[config.mk]
export PLATFORM = sky130hd
export DESIGN_NAME = ripple_count_sampler
export DESIGN_NICKNAME = d
export VERILOG_FILES = /design/src/rtl/ripple_count_sampler.sv
export SDC_FILE = /design/constraint.sdc
export NUM_CORES = 1
export LEC_CHECK = 0
export ABC_AREA = 1
export CAP_MARGIN = 0
export CELL_PAD_IN_SITES_DETAIL_PLACEMENT = 1
export CELL_PAD_IN_SITES_GLOBAL_PLACEMENT = 1
export CORE_ASPECT_RATIO = 0.6
export CORE_UTILIZATION = 35
export DETAILED_ROUTE_END_ITERATION = 8
export PLACE_DENSITY_LB_ADDON = 0.05
export SKIP_LAST_GASP = 1
export SLEW_MARGIN = 20
export SYNTH_ARGS = -nofsm -noshare
export SYNTH_HDL_FRONTEND = slang
export SYNTH_SLANG_ARGS = --single-unit
export TNS_END_PERCENT = 50
[constraint.sdc]
create_clock -name clk -period 1.55 [get_ports clk]
set_input_delay 0.31 -clock clk [delete_from_list [all_inputs] [get_ports clk]]
set_output_delay 0.31 -clock clk [all_outputs]
set_load 0.02 [all_outputs]
[src/rtl/ripple_count_sampler.sv]
// Ripple-counter sampler: 2-flop sync, stability filter, pulses, snapshot FSM.
// Optional WRAP_EXT_EN adds a wrap-extension counter in snap_data's upper bits.
module ripple_count_sampler #(
  parameter int N     = 4,
  parameter int EXT_W = 4
) (
  input  logic               clk,
  input  logic               reset_n,
  input  logic [N-1:0]       cnt_in,
  input  logic [N-1:0]       cmp_val,
  input  logic               snap_req,
  input  logic               snap_ready,
  output logic               snap_valid,
  output logic [EXT_W+N-1:0] snap_data,
  output logic               wrap_pulse,
  output logic               match_pulse
);

  typedef enum logic {
    IDLE,
    HOLD
  } state_t;

  state_t state, state_nxt;

  logic [N-1:0]     s1, s2, s3;
  logic [N-1:0]     acc, acc_nxt;
  logic [EXT_W-1:0] ext_nxt;
  logic             load;
  logic             wrap_hit;
  logic             match_hit;
  logic             cap;

  // Only a value seen on two consecutive samples is trusted.
  assign load      = (s2 == s3);
  assign wrap_hit  = load && (s2 < acc);
  assign match_hit = load && (s2 == cmp_val) && (acc != cmp_val);
  assign acc_nxt   = load ? s2 : acc;

  always_ff @(posedge clk) begin
    if (!reset_n) begin
      s1          <= '0;
      s2          <= '0;
      s3          <= '0;
      acc         <= '0;
      wrap_pulse  <= 1'b0;
      match_pulse <= 1'b0;
    end else begin
      s1          <= cnt_in;
      s2          <= s1;
      s3          <= s2;
      acc         <= acc_nxt;
      wrap_pulse  <= wrap_hit;
      match_pulse <= match_hit;
    end
  end

`ifdef WRAP_EXT_EN
  logic [EXT_W-1:0] ext;

  assign ext_nxt = ext + EXT_W'(wrap_hit);

  always_ff @(posedge clk) begin
    if (!reset_n) ext <= '0;
    else          ext <= ext_nxt;
  end
`else
  assign ext_nxt = '0;
`endif

  always_ff @(posedge clk) begin
    if (!reset_n) state <= IDLE;
    else          state <= state_nxt;
  end

  always_comb begin
    state_nxt = state;
    cap       = 1'b0;
    unique case (state)
      IDLE: begin
        if (snap_req) begin
          cap       = 1'b1;
          state_nxt = HOLD;
        end
      end
      HOLD: begin
        if (snap_ready) state_nxt = IDLE;
      end
      default: state_nxt = IDLE;
    endcase
  end

  assign snap_valid = (state == HOLD);

  // Capture the post-edge value so a same-edge update is included.
  always_ff @(posedge clk) begin
    if (!reset_n)  snap_data <= '0;
    else if (cap)  snap_data <= {ext_nxt, acc_nxt};
  end

endmodule
==> results of run 1 <==
==> cell families after synthesis <==
| kind of cell | count (synthesis) | synth area share, % |
|---|---|---|
| AOI/OAI and AO/OA | 11 | 5.86 |
| xor gates and xnor gates | 5 | 4.02 |
| adders and majority gates | 3 | 3.44 |
| buffers and inverters | 36 | 13.8 |
| DFF | 23 | 42.3 |
| other | 1 | 0.344 |
| and+or+nand+nor | 63 | 30.3 |
==> stage by stage <==
| step | power (mW) | cells |
|---|---|---|
| CTS | 1.26 | 205 |
| detailed placement | 0.884 | 201 |
| global placement | 0.877 | 201 |
| floorplan | 0.801 | 145 |
| global route | 1.32 | 205 |
| finish | 1.24 | 205 |
==> report_power, final <==
group / total (mW) / internal [mW] / leakage (nW) / switching (mW)
clock network: 0.370 / 0.184 / 0.0228 / 0.186
registers: 0.639 / 0.619 / 0.189 / 0.0201
logic: 0.228 / 0.0995 / 0.483 / 0.128
total: 1.24 / 0.901 / 0.694 / 0.335
==> registers in the layout, indices dropped and copies added (netlist names) <==
name,flops
acc,4
s1,4
s2,4
s3,4
snap_data,4
match_pulse,1
snap_valid,1
wrap_pulse,1
==> Yosys cell counts (all sizes together) <==
master,number,area [um2]
ha,3,37.5
nor3,1,10.0
o22ai,1,6.26
or2,1,6.26
nor2,14,92.6
nand3,10,50.1
dfxtp,23,460
buf,4,30.0
xnor2,4,35.0
nand4,1,6.26
xor2,1,8.76
inv,31,116
clkbuf,1,3.75
a21oi,7,35.0
o21ai,1,5.00
nand2,36,165
o211a,1,10.0
conb,1,3.75
o21a,1,7.51
==> final timing paths <==
kind,start,endpoint,cells past startpoint
setup / recovery,match_pulse$_SDFF_PN0_,match_pulse,1
hold / removal,s1[2]$_SDFF_PN0_,s2[2]$_SDFF_PN0_,2
setup reg to reg,s2[1]$_SDFF_PN0_,snap_data[0]$_SDFFE_PN0P_,9
hold reg to reg,s1[2]$_SDFF_PN0_,s2[2]$_SDFF_PN0_,2
==> layout make-up <==
cell class | instances | area, um2
clock buffers | 4 | 45.0
well taps | 42 | 52.6
flip-flops and latches | 23 | 460
inverters | 31 | 116
multi-input cells | 86 | 490
fillers | 367 | 1550
repair buffers | 19 | 191
==> layout by cell type, fill, tap and decap left out <==
cell type and count:
dlygate4sd2_1 1, ha_1 3, o22ai_1 1, a21oi_1 7
nand4_1 1, nor3_2 1, inv_1 26, inv_2 5
nand2_1 26, dlymetal6s2s_1 2, nor2_8 2, or2_0 1
o21ai_0 1, xor2_1 1, nand3_1 10, xnor2_1 4
nor2_1 11, conb_1 4, nand2_2 9, o211a_1 1
dfxtp_1 23, o21a_1 1, nand2_4 1, clkbuf_8 3
clkdlybuf4s50_1 15, nor2_4 1, clkbuf_1 1, buf_4 1
==> routing by layer <==
metal	wire, um	up-vias
met1	1200	397
met2	961	18
li1	-	457
met4	37	0
met3	110	4
met5	0	-
==> results_dict.tcl, run 1 <==
set metrics [dict create \
    io_pins 23 \
    cap_viol_max_count 0 \
    status "completed" \
    cp_max_fo 1 \
    die_h_um 45.2 \
    vdd_ir_drop_max_mv 0.508 \
    min_period_ns 1.51 \
    critPathTopFamily "buffers and inverters" \
    setup_viol 0 \
    crit_type "reg -> out" \
    finish.utilization_pct 46.6 \
    ys_types 24 \
    final_area_um2 1360 \
    power_leakage_nw 0.694 \
    grt_pass1_wl_um 4020 \
    grt_max_degree 14 \
    fp-row-count 15 \
    busiest_layer "met2" \
    worstSkewPairLatency_ns 0.26 \
    layout.nets 179 \
    worst_ep_arrival_time_ns 1.20 \
    synth_warnings 0 \
    dp_slack_ns 0.138 \
    layout-drive-gt1-share_pct 14.1 \
    drv_slew 0 \
    syn_inst 142 \
    dp_hpwl_um 1860 \
    gr-total-overflow 0 \
    holdBufCountCts 0 \
    grt_util_all_layers_pct 17.4 \
    rsz0062_at_grt "yes" \
    max_stage_delay_ns 0.62 \
    vias 876 \
    syn_area_um2 1090 \
    p_per_area_nw_per_um2 912 \
    start_util_pct 37.5 \
    clk_path_buf_depth 2 \
    wl_per_cell_um 11.3 \
    ant_nets 0 \
    dr.pass1.iters 4 \
    clock-sinks 23 \
    use_met3_pct 6.70 \
    drc 0 \
    antenna_found_initial 0 \
    cts_tree "yes" \
    viasPerCell 4.27 \
    finClkSkew_ns 0.00145 \
    htreeDepth 1 \
    placed_area_um2 1310 \
    min_path_type "reg -> reg" \
    fin_ws_ns 0.0430 \
    crit_slowest_cell "clkdlybuf4s50_1" \
    min_period_over_period_pct 97.2 \
    finalHoldViolations 0 \
    grtUsageMet1_pct 23.2 \
    cp_cell_sequence "clkdlybuf4s50_1" \
    seq_area_frac_synth_pct 42.3 \
    port_buffers 18 \
    final.setup.tns_ns 0 \
    postCtsResizedCells 1 \
    max_freq_mhz 664 \
    crit_buf_inv 1 \
    wl_um 2310 \
    met2_usage_pct 25.3 \
    synth.avg_cell_area_um2 7.67 \
    fin_hold_ws_ns 0.417 \
    drtIter0Drc 42 \
    ff2ff_setup_slack_ns 0.27 \
    synth_seq_cells 23 \
    dieArea_um2 3350 \
    die_w_um 74.0 \
    cp-end-kind "output port" \
    cts_setup_buffers 0 \
    cp.required_ns 1.24 \
    core_area_um2 2910 \
    syn_to_final_growth_pct 24.5 \
    n_antenna_cell 0 \
    path_clk_slew_ns 0.08 \
    clockRootBuffer "clkbuf_8" \
    place.gp.congestion 0.778 \
    grt_pass1_vias 868 \
    crit_path_start_kind "flop" \
    cts_made_buffers 3 \
]
Power figures use the tool's default switching activity.
==> run 2, diff against run 1 <==
--- a/config.mk
+++ b/config.mk
@@ -10,8 +10,9 @@
 export CELL_PAD_IN_SITES_DETAIL_PLACEMENT = 1
 export CELL_PAD_IN_SITES_GLOBAL_PLACEMENT = 1
 export CORE_ASPECT_RATIO = 0.6
-export CORE_UTILIZATION = 35
+export CORE_UTILIZATION = 33
 export DETAILED_ROUTE_END_ITERATION = 8
+export GPL_ROUTABILITY_DRIVEN = 1
 export PLACE_DENSITY_LB_ADDON = 0.05
 export SKIP_LAST_GASP = 1
 export SLEW_MARGIN = 20
==> run 2 against run 1 <==
Non-clock buffer count unchanged. Critical path depth did not move. Worst hold slack lost 0.00084 ns. Utilization decreased by 1.5 points. Cell area shrank 0.18%. Critical endpoint is now snap_data[0].
==> results_dict.tcl, run 2 (same netlist as run 1, synthesis figures left out) <==
set metrics [dict create \
    placed_cells 201 \
    die_w_um 76.2 \
    dr.pass1.iters 4 \
    min_path_type "reg -> reg" \
    dp_hpwl_um 1780 \
    cp-end-kind "output port" \
    io_pins 23 \
    finalHoldViolations 0 \
    clockRootBuffer "clkbuf_8" \
    cap_viol_max_count 0 \
    min_from "s1[0]$_SDFF_PN0_" \
    gr-total-overflow 0 \
    vias 896 \
    setup_viol 0 \
    finish.utilization_pct 45.1 \
    drtIter0Drc 27 \
    final_cell_count_no_fill 205 \
    clk_path_buf_depth 2 \
    max_stage_delay_ns 0.60 \
    drv_slew 0 \
    dieArea_um2 3540 \
    fp-row-count 15 \
    status "completed" \
    wl_um 2260 \
    placed_area_um2 1310 \
    min_period_ns 1.52 \
    critPathTopFamily "buffers and inverters" \
    port_buffers 18 \
    max_freq_mhz 660 \
    clock-sinks 23 \
    antenna_found_initial 0 \
    layout.nets 179 \
    min_to "s2[0]$_SDFF_PN0_" \
    grt_pass1_wl_um 3720 \
    final.setup.tns_ns 0 \
    grt_max_degree 14 \
    grt_pass1_vias 868 \
    cp.required_ns 1.24 \
    final_area_um2 1350 \
    whs_path_depth 2 \
    crit_slowest_cell "clkdlybuf4s50_1" \
    dp_slack_ns 0.181 \
    ff2ff_path_depth 9 \
    min_period_over_period_pct 97.8 \
    r2r-end "snap_data[3]$_SDFFE_PN0P_" \
    core_area_um2 3000 \
    holdBufCountCts 0 \
    path_clk_slew_ns 0.08 \
    final_cell_mix "26 x inv_1, 26 x nand2_1, 23 x dfxtp_1" \
    syn_to_final_growth_pct 24.2 \
    start_util_pct 36.3 \
    fin_ws_ns 0.0337 \
    grt_util_all_layers_pct 14.2 \
    power_leakage_nw 0.679 \
    crit_path_start_kind "flop" \
    layout-drive-gt1-share_pct 14.1 \
    cp_cell_sequence "clkdlybuf4s50_1" \
    htreeDepth 1 \
    drc 0 \
    wl_per_cell_um 11.0 \
    n_antenna_cell 0 \
    viasPerCell 4.37 \
    worstReg2RegStart "s2[3]$_SDFF_PN0_" \
    cp_max_fo 2 \
    finClkSkew_ns 0.00193 \
    place.gp.congestion 0.701 \
    die_h_um 46.5 \
    ant_nets 0 \
    rsz0062_at_grt "yes" \
    crit_buf_inv 1 \
    crit_type "reg -> out" \
    worst_ep_arrival_time_ns 1.21 \
    p_per_area_nw_per_um2 910 \
    vdd_ir_drop_max_mv 0.391 \
    worstSkewPairLatency_ns 0.26 \
    path_depth 1 \
    cts_made_buffers 3 \
    ff2ff_setup_slack_ns 0.24 \
    cts_tree "yes" \
]
==> run 2: cell types whose count changed in the layout (fill, tap and decap cells not counted), sizes merged <==
cell           before  now
clkdlybuf4s50      15   16
dlymetal6s2s        2    1
==> run 2: area by class of cell <==
class                   instances  area, um2
clock buffers                   4       45.0
fillers                       394       1650
inverters                      31        116
multi-input cells              86        490
flip-flops and latches         23        460
well taps                      42       52.6
repair buffers                 19        189
==> run 2: through the flow <==
stage / power [mW] / hold slack [ns]
floorplan: 0.801 / 0.386
global placement: 0.874 / 0.395
detailed placement: 0.882 / 0.404
CTS: 1.26 / 0.424
global route: 1.31 / 0.451
finish: 1.23 / 0.416
==> run 2: timing repair <==
action / CTS / global route
resized for setup: 1 / 1
endpoints found under the setup margin: 1 / 3
setup buffers: 0 / 0
==> run 2: worst max-delay path by stage <==
stage / start / endpoint / slack (ns)
after floorplan: s2[3]$_SDFF_PN0_ / snap_data[0]$_SDFFE_PN0P_ / 0.44
after global placement: cmp_val[0] / match_pulse$_SDFF_PN0_ / 0.21
after detailed placement: snap_req / snap_data[3]$_SDFFE_PN0P_ / 0.18
after CTS: snap_data[2]$_SDFFE_PN0P_ / snap_data[2] / 0.007
after global routing: snap_data[1]$_SDFFE_PN0P_ / snap_data[1] / -0.009
final: snap_data[0]$_SDFFE_PN0P_ / snap_data[0] / 0.03
==> run 2: layer usage <==
| metal | vias to the layer above | GRT usage, % | part of all wire (%) |
|---|---|---|---|
| met4 | 0 | 3.46 | 0.35 |
| met3 | 2 | 4.95 | 4.0 |
| li1 | 456 | - | - |
| met1 | 421 | 16.6 | 49 |
| met2 | 17 | 26.0 | 47 |
| met5 | - | 0 | 0 |
==> run 2: power by group <==
part	switching [mW]	leakage, nW	total, mW	internal (mW)
registers	0.0213	0.189	0.640	0.619
clock network	0.184	0.0228	0.367	0.183
logic	0.125	0.467	0.225	0.0996
